`src/rtl/if_stage.sv`:
```
// Instruction-fetch stage: owns the fetch PC, handshakes with instruction
// memory, buffers one word across decode stalls and squashes/refetches on
// jump/branch redirects.
module if_stage #(
    parameter logic [31:0] RESET_PC = 32'h0000_0000
) (
    input  logic        clk,
    input  logic        reset,
    input  logic        we,
    input  logic        redirect,
    input  logic [31:0] redirect_pc,
    output logic        imem_req,
    output logic [31:0] imem_addr,
    input  logic        imem_ready,
    input  logic [31:0] imem_rdata,
    output logic [31:0] instruction,
    output logic [31:0] pc_next,
    output logic [31:0] pc_out,
    output logic        valid
);

    // REQ   | request outstanding at req_addr
    // HOLD  | fetched word parked in buffer while decode stalls
    // DRAIN | outstanding request abandoned; its word is dropped on arrival
    typedef enum logic [1:0] {REQ, HOLD, DRAIN} state_t;

    state_t      state, state_nx;
    logic [31:0] pc, pc_nx;
    logic [31:0] req_addr, req_addr_nx;
    logic [31:0] buf_data, buf_data_nx;
    logic [31:0] buf_addr, buf_addr_nx;
    logic [31:0] ins_nx, pc_out_nx, pc_next_nx;
    logic        valid_nx;
    logic [31:0] target;

    assign target    = redirect_pc & 32'hFFFF_FFFC;
    // Request outputs depend on registered state only.
    assign imem_req  = (state != HOLD);
    assign imem_addr = req_addr;

    // Next-state, address and output-register decode.
    always_comb begin
        state_nx    = state;
        pc_nx       = pc;
        req_addr_nx = req_addr;
        buf_data_nx = buf_data;
        buf_addr_nx = buf_addr;
        ins_nx      = instruction;
        pc_out_nx   = pc_out;
        pc_next_nx  = pc_next;
        valid_nx    = valid;

        if (redirect) begin
            // Squash whatever decode would see next.
            ins_nx   = 32'h0;
            valid_nx = 1'b0;
        end

        case (state)
            REQ: begin
                if (redirect) begin
                    if (imem_ready) begin
                        req_addr_nx = target;
                    end else begin
                        pc_nx    = target;
                        state_nx = DRAIN;
                    end
                end else if (imem_ready) begin
                    if (we) begin
                        ins_nx      = imem_rdata;
                        pc_out_nx   = req_addr;
                        pc_next_nx  = req_addr + 32'd4;
                        valid_nx    = 1'b1;
                        req_addr_nx = req_addr + 32'd4;
                    end else begin
                        buf_data_nx = imem_rdata;
                        buf_addr_nx = req_addr;
                        state_nx    = HOLD;
                    end
                end else if (we) begin
                    ins_nx   = 32'h0;
                    valid_nx = 1'b0;
                end
            end
            HOLD: begin
                if (redirect) begin
                    req_addr_nx = target;
                    state_nx    = REQ;
                end else if (we) begin
                    ins_nx      = buf_data;
                    pc_out_nx   = buf_addr;
                    pc_next_nx  = buf_addr + 32'd4;
                    valid_nx    = 1'b1;
                    req_addr_nx = buf_addr + 32'd4;
                    state_nx    = REQ;
                end
            end
            DRAIN: begin
                if (redirect) begin
                    // Newest target wins; if the stale word lands now, go straight there.
                    if (imem_ready) begin
                        req_addr_nx = target;
                        state_nx    = REQ;
                    end else begin
                        pc_nx = target;
                    end
                end else begin
                    if (we) begin
                        ins_nx   = 32'h0;
                        valid_nx = 1'b0;
                    end
                    if (imem_ready) begin
                        req_addr_nx = pc;
                        state_nx    = REQ;
                    end
                end
            end
            default: state_nx = REQ;
        endcase
    end

    // State, address, buffer and output registers.
    always_ff @(posedge clk) begin
        if (reset) begin
            state       <= REQ;
            pc          <= RESET_PC;
            req_addr    <= RESET_PC;
            buf_data    <= 32'h0;
            buf_addr    <= 32'h0;
            instruction <= 32'h0;
            pc_out      <= 32'h0;
            pc_next     <= 32'h0;
            valid       <= 1'b0;
        end else begin
            state       <= state_nx;
            pc          <= pc_nx;
            req_addr    <= req_addr_nx;
            buf_data    <= buf_data_nx;
            buf_addr    <= buf_addr_nx;
            instruction <= ins_nx;
            pc_out      <= pc_out_nx;
            pc_next     <= pc_next_nx;
            valid       <= valid_nx;
        end
    end

endmodule

```
`config.mk`:
```
export PLATFORM = sky130hd
export DESIGN_NAME = if_stage
export DESIGN_NICKNAME = d
export VERILOG_FILES = /design/src/rtl/if_stage.sv
export SDC_FILE = /design/constraint.sdc
export NUM_CORES = 1
export LEC_CHECK = 0
export ABC_AREA = 1
export BUFFER_PORTS_ARGS = -buffer_cell sky130_fd_sc_hd__buf_2
export CAP_MARGIN = 10
export CORE_MARGIN = 8
export CORE_UTILIZATION = 35
export DETAILED_ROUTE_END_ITERATION = 16
export PLACE_DENSITY_LB_ADDON = 0.08
export SETUP_SLACK_MARGIN = 0.4
export SYNTH_ARGS = -nofsm -noshare
export SYNTH_HDL_FRONTEND = slang
export SYNTH_SLANG_ARGS = --single-unit
```
`constraint.sdc`:
```
create_clock -name clk -period 2.1 [get_ports clk]
set_clock_uncertainty 0.05 [all_clocks]
set_input_delay 0.42 -clock clk [delete_from_list [all_inputs] [get_ports clk]]
set_output_delay 0.42 -clock clk [all_outputs]
set_load 0.02 [all_outputs]
```
# Yosys cells after proc, flatten, opt, wreduce, memory -nomap -nowiden
# Cells that the tools add are included.
[totals]
ff_bits = 225
input_bits = 69
output_inout_bits = 130
wordCells = 81
[classes]
addsub = 2
eq_ne = 15
n_mux = 43
n_bitwise = 3
reduce_logical = 9
[ops]
columns = ["cell", "n"]
rows = [
  ["$mux W32", 23],
  ["$pmux W32 S3", 2],
  ["$pmux W32 S2", 2],
  ["$add A32 B3 Y32 const B", 2],
  ["$ne A3 B3 Y1 const B", 6],
  ["$mux W2", 7],
  ["$ne A2 B2 Y1 const B", 6],
  ["$reduce_and A5 Y1", 2],
  ["$mux W1", 7],
  ["$pmux W2 S3", 1],
  ["$reduce_and A6 Y1", 1],
  ["$reduce_and A4 Y1", 1],
  ["$not A1 Y1", 3],
  ["$pmux W1 S3", 1],
  ["$reduce_and A3 Y1", 1],
  ["$reduce_bool A3 Y1", 1],
  ["$eq A2 B1 Y1 const B", 1],
  ["$eq A2 B2 Y1 const B", 1],
  ["$logic_not A2 Y1", 1],
  ["$ne A2 B1 Y1 const B", 1],
  ["$reduce_bool A2 Y1", 1],
  ["$reduce_or A2 Y1", 1],
]

# Longest topological paths before layout
# Gate-level depths: netlist of run 1.
[logic_depth]
ltp_word = 5
ltp_mapped = 13

# Least setup slack after synthesis of run 1
# OpenSTA, ideal clock, no wires.
[synth_path]
kind = "reg2reg"
startpoint = "register state[0]"
endpoint = "register req_addr[6], in the netlist imem_addr[6]"
setup_time_ps = 128
arrival_ps = 1737
required_time_ps = 1922
setup_slack_ps = 186
stages_incl_launch_ff = 13
n_path_buf = 1
period_less_slack_ps = 1914
path_cell_list = "dfxtp_1 -> inv_1 -> ha_1 -> buf_4 -> inv_2 -> nor2_2 -> inv_2 -> a21oi_1 -> o21ai_0 -> nand2_1 -> nor2_1 -> a21oi_1 -> nor2_1"
[synth_via]
elab_chain_len = 3
elab_cells_between_ends = 10
[synth_lines]
columns = ["item", "line_no", "text"]
rows = [
  ["start, declared", "27", "state_t state, state_nx;"],
  ["start signal, assigned", "135", "state <= state_nx;"],
  ["$eq A2 B2 Y1, or another cell as far along", "59", "case (state)"],
  ["$ne A3 B3 Y1 (no source line) / $reduce_bool A3 Y1 (equally long branches)", "-", ""],
  ["$reduce_and A5 Y1 (no source line)", "-", ""],
  ["end signal, assigned", "137", "req_addr <= req_addr_nx;"],
  ["end, declared", "29", "logic [31:0] req_addr, req_addr_nx;"],
]
# Several ways; a longest one is shown, not always the timed one.
# A chain may end at the register's enable or synchronous reset.

# Worst setup path in the final report of run 1
[layout_path]
startpoint = "register state[0]"
endpoint = "output imem_req"
[layout_via]
elab_chain_len = 1
[layout_lines]
columns = ["item", "line_no", "text"]
rows = [
  ["$ne A2 B1 Y1", "38", "assign imem_req = (state != HOLD);"],
  ["end, declared", "12", "output logic imem_req,"],
]
# Every way passes these cells.

==> impl_metrics.tcl, run 1 <==
set metrics [dict create \
    ctsHoldBuffers 0 \
    rrSetupSlack_ps 150 \
    ctsRootBufferMaster "clkbuf_16" \
    die_area_um2 40200 \
    met3_usage_pct 3.921 \
    ant_nets 0 \
    cp-startpoint "state[0]" \
    tightest_slew_ps 521.1 \
    grt-busiest-layer "met2" \
    dpl-instance-area_um2 14080 \
    reg2reg_to "imem_addr[22]" \
    finalCriticalPeriod_ps 1950 \
    core_region_area_um2 33530 \
    yosysWarningCount 0 \
    cp.arrival_ps 1480 \
    crit_path_end_kind "primary output" \
    start_util_pct 35.53 \
    nNetsFinal 2203 \
    wl_per_cell_um 20.97 \
    grt_overflow 0 \
    maxSlewViolCount 0 \
    htree_levels 1 \
    drc 0 \
    placementRows 67 \
    synth-edff-count 0 \
    n_antenna_cell 0 \
    hold_ws_ps 65.59 \
    relSlewSlack_pct 64.90 \
    outcome "finished clean" \
    regArea_um2 4491 \
    max_cap_viol_count 0 \
    yosysUniqueCellTypes 42 \
    worst-path-max-fanout 4 \
    synth_area_um2 11910 \
    ir_worst_vdd_uv 555.5 \
    whs_path_depth 3 \
    tns_ps 0 \
    multi_input_area_um2 6894 \
    grt_pass1_vias 13260 \
    synth.top_cell.area_share_pct 37.47 \
    ios 199 \
    clockBufferDepth 3 \
    final_hold_viol_count 0 \
    finalWorstSetupSlack_ps 150.0 \
    async_flop_share_pct 0 \
    viasPerCell 5.282 \
    drive_above_1_share_pct 27.06 \
    portBuffers 196 \
    die_y_um 200.5 \
    fin_total_pwr_mw 12.75 \
    grt_usage_pct 24.73 \
    syn_avg_cell_area_um2 6.486 \
    r2r_cells 12 \
    fin_cells 2595 \
    dpl.hpwl_um 37030 \
    drt_wl_total_um 54420 \
    holdPathEnd "buf_data[3]" \
    fill_cells 3451 \
    synth-main-ff-cell "dfxtp_1" \
    final_cell_mix "452 x nand2_1, 204 x dfxtp_1, 195 x buf_2, 172 x o21ai_0, 157 x a21oi_1" \
    ys_ff_latch 223 \
    final_common_cell "nand2_1" \
    fmax_mhz 512.8 \
    cts.clk_slew.worst_paths_ps 60 \
    cts.sinks 223 \
    syn_to_final_growth_pct 40.11 \
    die_w_um 200.5 \
    hp-class "in2reg" \
    fin_crit_sh_pct 92.86 \
    ys_seq_area_share_pct 37.47 \
    grt_pass1_wl_um 79290 \
    clk_latency_ps 560 \
    p_leak_nw 7.315 \
    gp_congestion 0.9754 \
    grt_max_degree 58 \
    syn-num-nets 1912 \
    yosys.area.top_type "dfxtp_1" \
    dr.first_iter.drc_count 949 \
    finalSetupViolations 0 \
    synth_cells 1837 \
    crit_path_start_kind "flip-flop" \
    ys_top_cells_by_area "dfxtp_1 37%, nand2_1 15%, o21ai_0 8.6%, a21oi_1 7.5%, nor2_1 5.2%" \
    post-place-ws_ps -58.77 \
    design_area_um2 16690 \
    rsz0062_at_grt "true" \
    fin_util_pct 49.78 \
    gr-usage-met2_pct 41.91 \
    vias 13710 \
    cts_buffers 27 \
    min_from "imem_rdata[3]" \
    met1_usage_pct 31.12 \
    cts_tree "yes" \
    antenna_found_initial 0 \
    timing.rr.start "state[1]" \
    power_density_nw_per_um2 764.0 \
    dp_cells 2480 \
    path_class "reg2out" \
    cp.required_ps 1630 \
    dr.pass1.iters 5 \
]
how the worst max path moves through the flow:
stage	end	slack (ps)
after floorplan	imem_addr[6]	370
after global placement	instruction[0]	-10
after detailed placement	instruction[0]	-60
after CTS	imem_req	140
after global routing	imem_addr[30]	60
final	imem_req	150
layout make-up:
type                            count  share of cell area (%)
Timing Repair Buffer              377                   19.11
Clock inverter                      6                  0.5247
Multi-Input combinational cell   1333                   41.30
Tap cell                          448                   3.358
Sequential cell                   223                   26.90
Clock buffer                       42                   4.865
Inverter                          166                   3.943
report_power, final:
| group | internal [mW] | total, mW | leakage [nW] | switching [mW] |
|---|---|---|---|---|
| registers | 4.52 | 4.80 | 1.83 | 0.271 |
| clock network | 2.88 | 4.82 | 0.443 | 1.94 |
| logic | 1.23 | 3.14 | 5.04 | 1.90 |
kinds of logic (layout without fill, tap and decap cells):
| group | after synthesis | count (layout) | synth area share, % |
|---|---|---|---|
| AO/OA/AOI/OAI | 505 | 505 | 22.76 |
| XOR/XNOR | 20 | 20 | 1.470 |
| adder cells (fa/ha/maj) | 6 | 6 | 0.6301 |
| buffers and inverters | 282 | 591 | 9.683 |
| flip-flops | 223 | 223 | 37.47 |
| AND/OR/NAND/NOR | 801 | 802 | 27.99 |
worst max-delay path, stage by stage (launching register included):
cell and delay [ps]:
dfxtp_4 380, ha_4 160, inv_4 40, buf_12 120
buf_12 120, buf_8 120
flip-flops by register name, indices dropped and copies added (netlist names):
name / count
pc_out: 30
pc_next: 32
imem_addr: 32
instruction: 32
pc: 30
state: 2
buf_addr: 32
valid: 1
buf_data: 32
synthesized netlist by cell type, types with 7 or more instances:
library cell    n
a21oi_1       178
a22oi_1        17
a31oi_1        38
buf_2          31
buf_4           7
clkbuf_1       70
dfxtp_1       223
inv_1         158
inv_2           7
nand2_1       464
nand3_1       119
nand4_1         9
nor2_1        166
nor3_1          8
o211ai_1       25
o21ai_0       205
o21ai_1        31
xor2_1         16
layer usage:
| layer | up-vias | wire length (um) | part of all wire (%) |
|---|---|---|---|
| met5 | - | 0 | 0 |
| met4 | 0 | 1987 | 3.7 |
| met3 | 105 | 3433 | 6.3 |
| met2 | 488 | 25740 | 47 |
| met1 | 6465 | 23260 | 43 |
| li1 | 6650 | - | - |
what timing repair did:
action,4_1_cts,5_1_grt
resized for setup,86,132
buffers inserted,24,20
setup endpoints to repair,233,238
gates cloned,10,13
pin swaps,26,41
Power figures use the tool's default switching activity.
==> inputs of run 2 (changes only) <==
- BUFFER_PORTS_ARGS: -buffer_cell sky130_fd_sc_hd__buf_2 -> -buffer_cell sky130_fd_sc_hd__buf_4
==> impl_metrics.tcl, run 2 (synthesis results as in run 1) <==
set metrics [dict create \
    whs_path_depth 3 \
    cts_buffers 27 \
    fin_util_pct 53.04 \
    ir_worst_vdd_uv 611.5 \
    intPower_mw 9.005 \
    dr.pass1.iters 5 \
    seqPwrFrac_pct 36.2 \
    die_y_um 200.5 \
    p_comb_share_pct 25.7 \
    cts.sinks 223 \
    grt_usage_pct 25.16 \
    fin_cells 2619 \
    wl_per_cell_um 21.84 \
    viasPerCell 5.415 \
    vias 14180 \
    path_class "reg2reg" \
    core_region_area_um2 33530 \
    ios 199 \
    outcome "finished clean" \
    gp_congestion 0.9449 \
    cp.required_ps 2530 \
    syn_to_final_growth_pct 49.30 \
    min_from "redirect_pc[24]" \
    grt_max_degree 64 \
    drive_above_1_share_pct 30.17 \
    antenna_found_initial 0 \
    clkPwrFrac_pct 38.1 \
    cts.clk_slew.worst_paths_ps 60 \
    slowest_delay_ps 330 \
    path_cells "inv_2, ha_4, buf_6, nand2_4, buf_4, nor2_4, buf_12, clkbuf_16, clkbuf_16, o21ai_0, a21oi_1" \
    ant_nets 0 \
    holdPathEnd "pc[24]" \
    ctsRootBufferMaster "clkbuf_16" \
    crit_path_end_kind "flip-flop" \
    dpl.hpwl_um 37130 \
    rrSetupSlack_ps 130 \
    maxSlewViolCount 0 \
    timing.rr.start "state[0]" \
    reg2reg_to "buf_addr[17]" \
    dr.first_iter.drc_count 1156 \
    cp_slowest_cell "dfxtp_2" \
    clockBufferDepth 3 \
    grt_pass1_vias 13310 \
    fin_crit_sh_pct 93.76 \
    r2r_cells 11 \
    drc 0 \
    cp.arrival_ps 2400 \
    final_common_cell "nand2_1" \
    p_leak_nw 7.657 \
    n_antenna_cell 0 \
    dp_cells 2486 \
    start_util_pct 35.53 \
    clk_latency_ps 570 \
    tightest_slew_ps 412.9 \
    cts_tree "yes" \
    die_area_um2 40200 \
    finalCriticalPeriod_ps 1969 \
    drt_wl_total_um 57200 \
    rsz0062_at_grt "true" \
    htree_levels 1 \
    max_cap_viol_count 0 \
    grt_pass1_wl_um 80250 \
    portBuffers 196 \
    crit_path_start_kind "flip-flop" \
    fin_total_pwr_mw 13.23 \
    relSlewSlack_pct 72.47 \
    hp-class "in2reg" \
    hold_ws_ps 38.59 \
    final_cell_mix "431 x nand2_1, 299 x buf_4, 190 x o21ai_0, 176 x dfxtp_1, 152 x a21oi_1" \
    power.switching_mw 4.225 \
    power_density_nw_per_um2 743.8 \
    fmax_mhz 507.9 \
    grt_overflow 0 \
    placementRows 67 \
    worst-path-max-fanout 7 \
    final_hold_viol_count 0 \
    switching_share_pct 31.94 \
    finalSetupViolations 0 \
    cpMostUsedCell "clkbuf_16" \
    nNetsFinal 2226 \
    die_w_um 200.5 \
]
==> run 2: how the worst max path moves through the flow <==
stage                     startpoint               to
after floorplan             state[1]     imem_addr[6]
after global placement      state[1]   instruction[0]
after detailed placement    state[1]  instruction[20]
after CTS                   state[0]         imem_req
after global routing        state[0]  instruction[12]
final                       state[0]     buf_addr[17]
==> run 2: timing repair <==
action                                  4_1_cts  5_1_grt
pin swaps                                    13       53
endpoints found under the hold margin         0        0
cloned                                       11       18
buffers inserted                             24       31
hold buffers                                  0        0
endpoints found under the setup margin      240      247
resized for setup                            99      220
==> run 2: layout make-up <==
| cell class | count | area, um2 |
|---|---|---|
| fill | 3314 | 15750 |
| multi-input combinational | 1332 | 6965 |
| sequential | 223 | 4553 |
| timing repair buffer | 401 | 4110 |
| clock buffer | 37 | 763.2 |
| inverter | 166 | 655.6 |
| tap | 448 | 560.5 |
| clock inverter | 12 | 178.9 |
==> run 2: metal layers <==
metal / global-route usage [%] / up-vias / share of wire, %
met2: 42.84 / 560 / 47
met1: 31.21 / 6797 / 41
met4: 9.829 / 0 / 4.0
met5: 0 / - / 0
li1: - / 6707 / -
met3: 4.405 / 119 / 7.1
==> run 2: metrics by stage <==
stage | setup slack (ps) | instance area [um2] | setup TNS (ps)
floorplan | 368.6 | 11990 | 0
finish | 131.1 | 17790 | 0
CTS | 132.7 | 16440 | 0
detailed placement | -8.050 | 14590 | -14.54
global placement | 11.86 | 14590 | 0
global route | 70.11 | 17790 | 0
==> run 2: power groups by stage <==
stage	logic, mW	registers [mW]	clock network [mW]
3_3_place_gp	2.66	4.84	0
2_1_floorplan	1.20	5.01	0
3_5_place_dp	2.67	4.84	0
5_1_grt	3.61	4.82	5.29
4_1_cts	3.00	4.76	5.13
6_report	3.40	4.80	5.04
==> run 2: critical path: cells and delay by family (launching register included) <==
family | cells | cell delay (ps)
fa+ha+maj | 1 | 170
compound gates | 2 | 240
flops | 1 | 330
buf+inv | 6 | 840
simple gates | 2 | 220
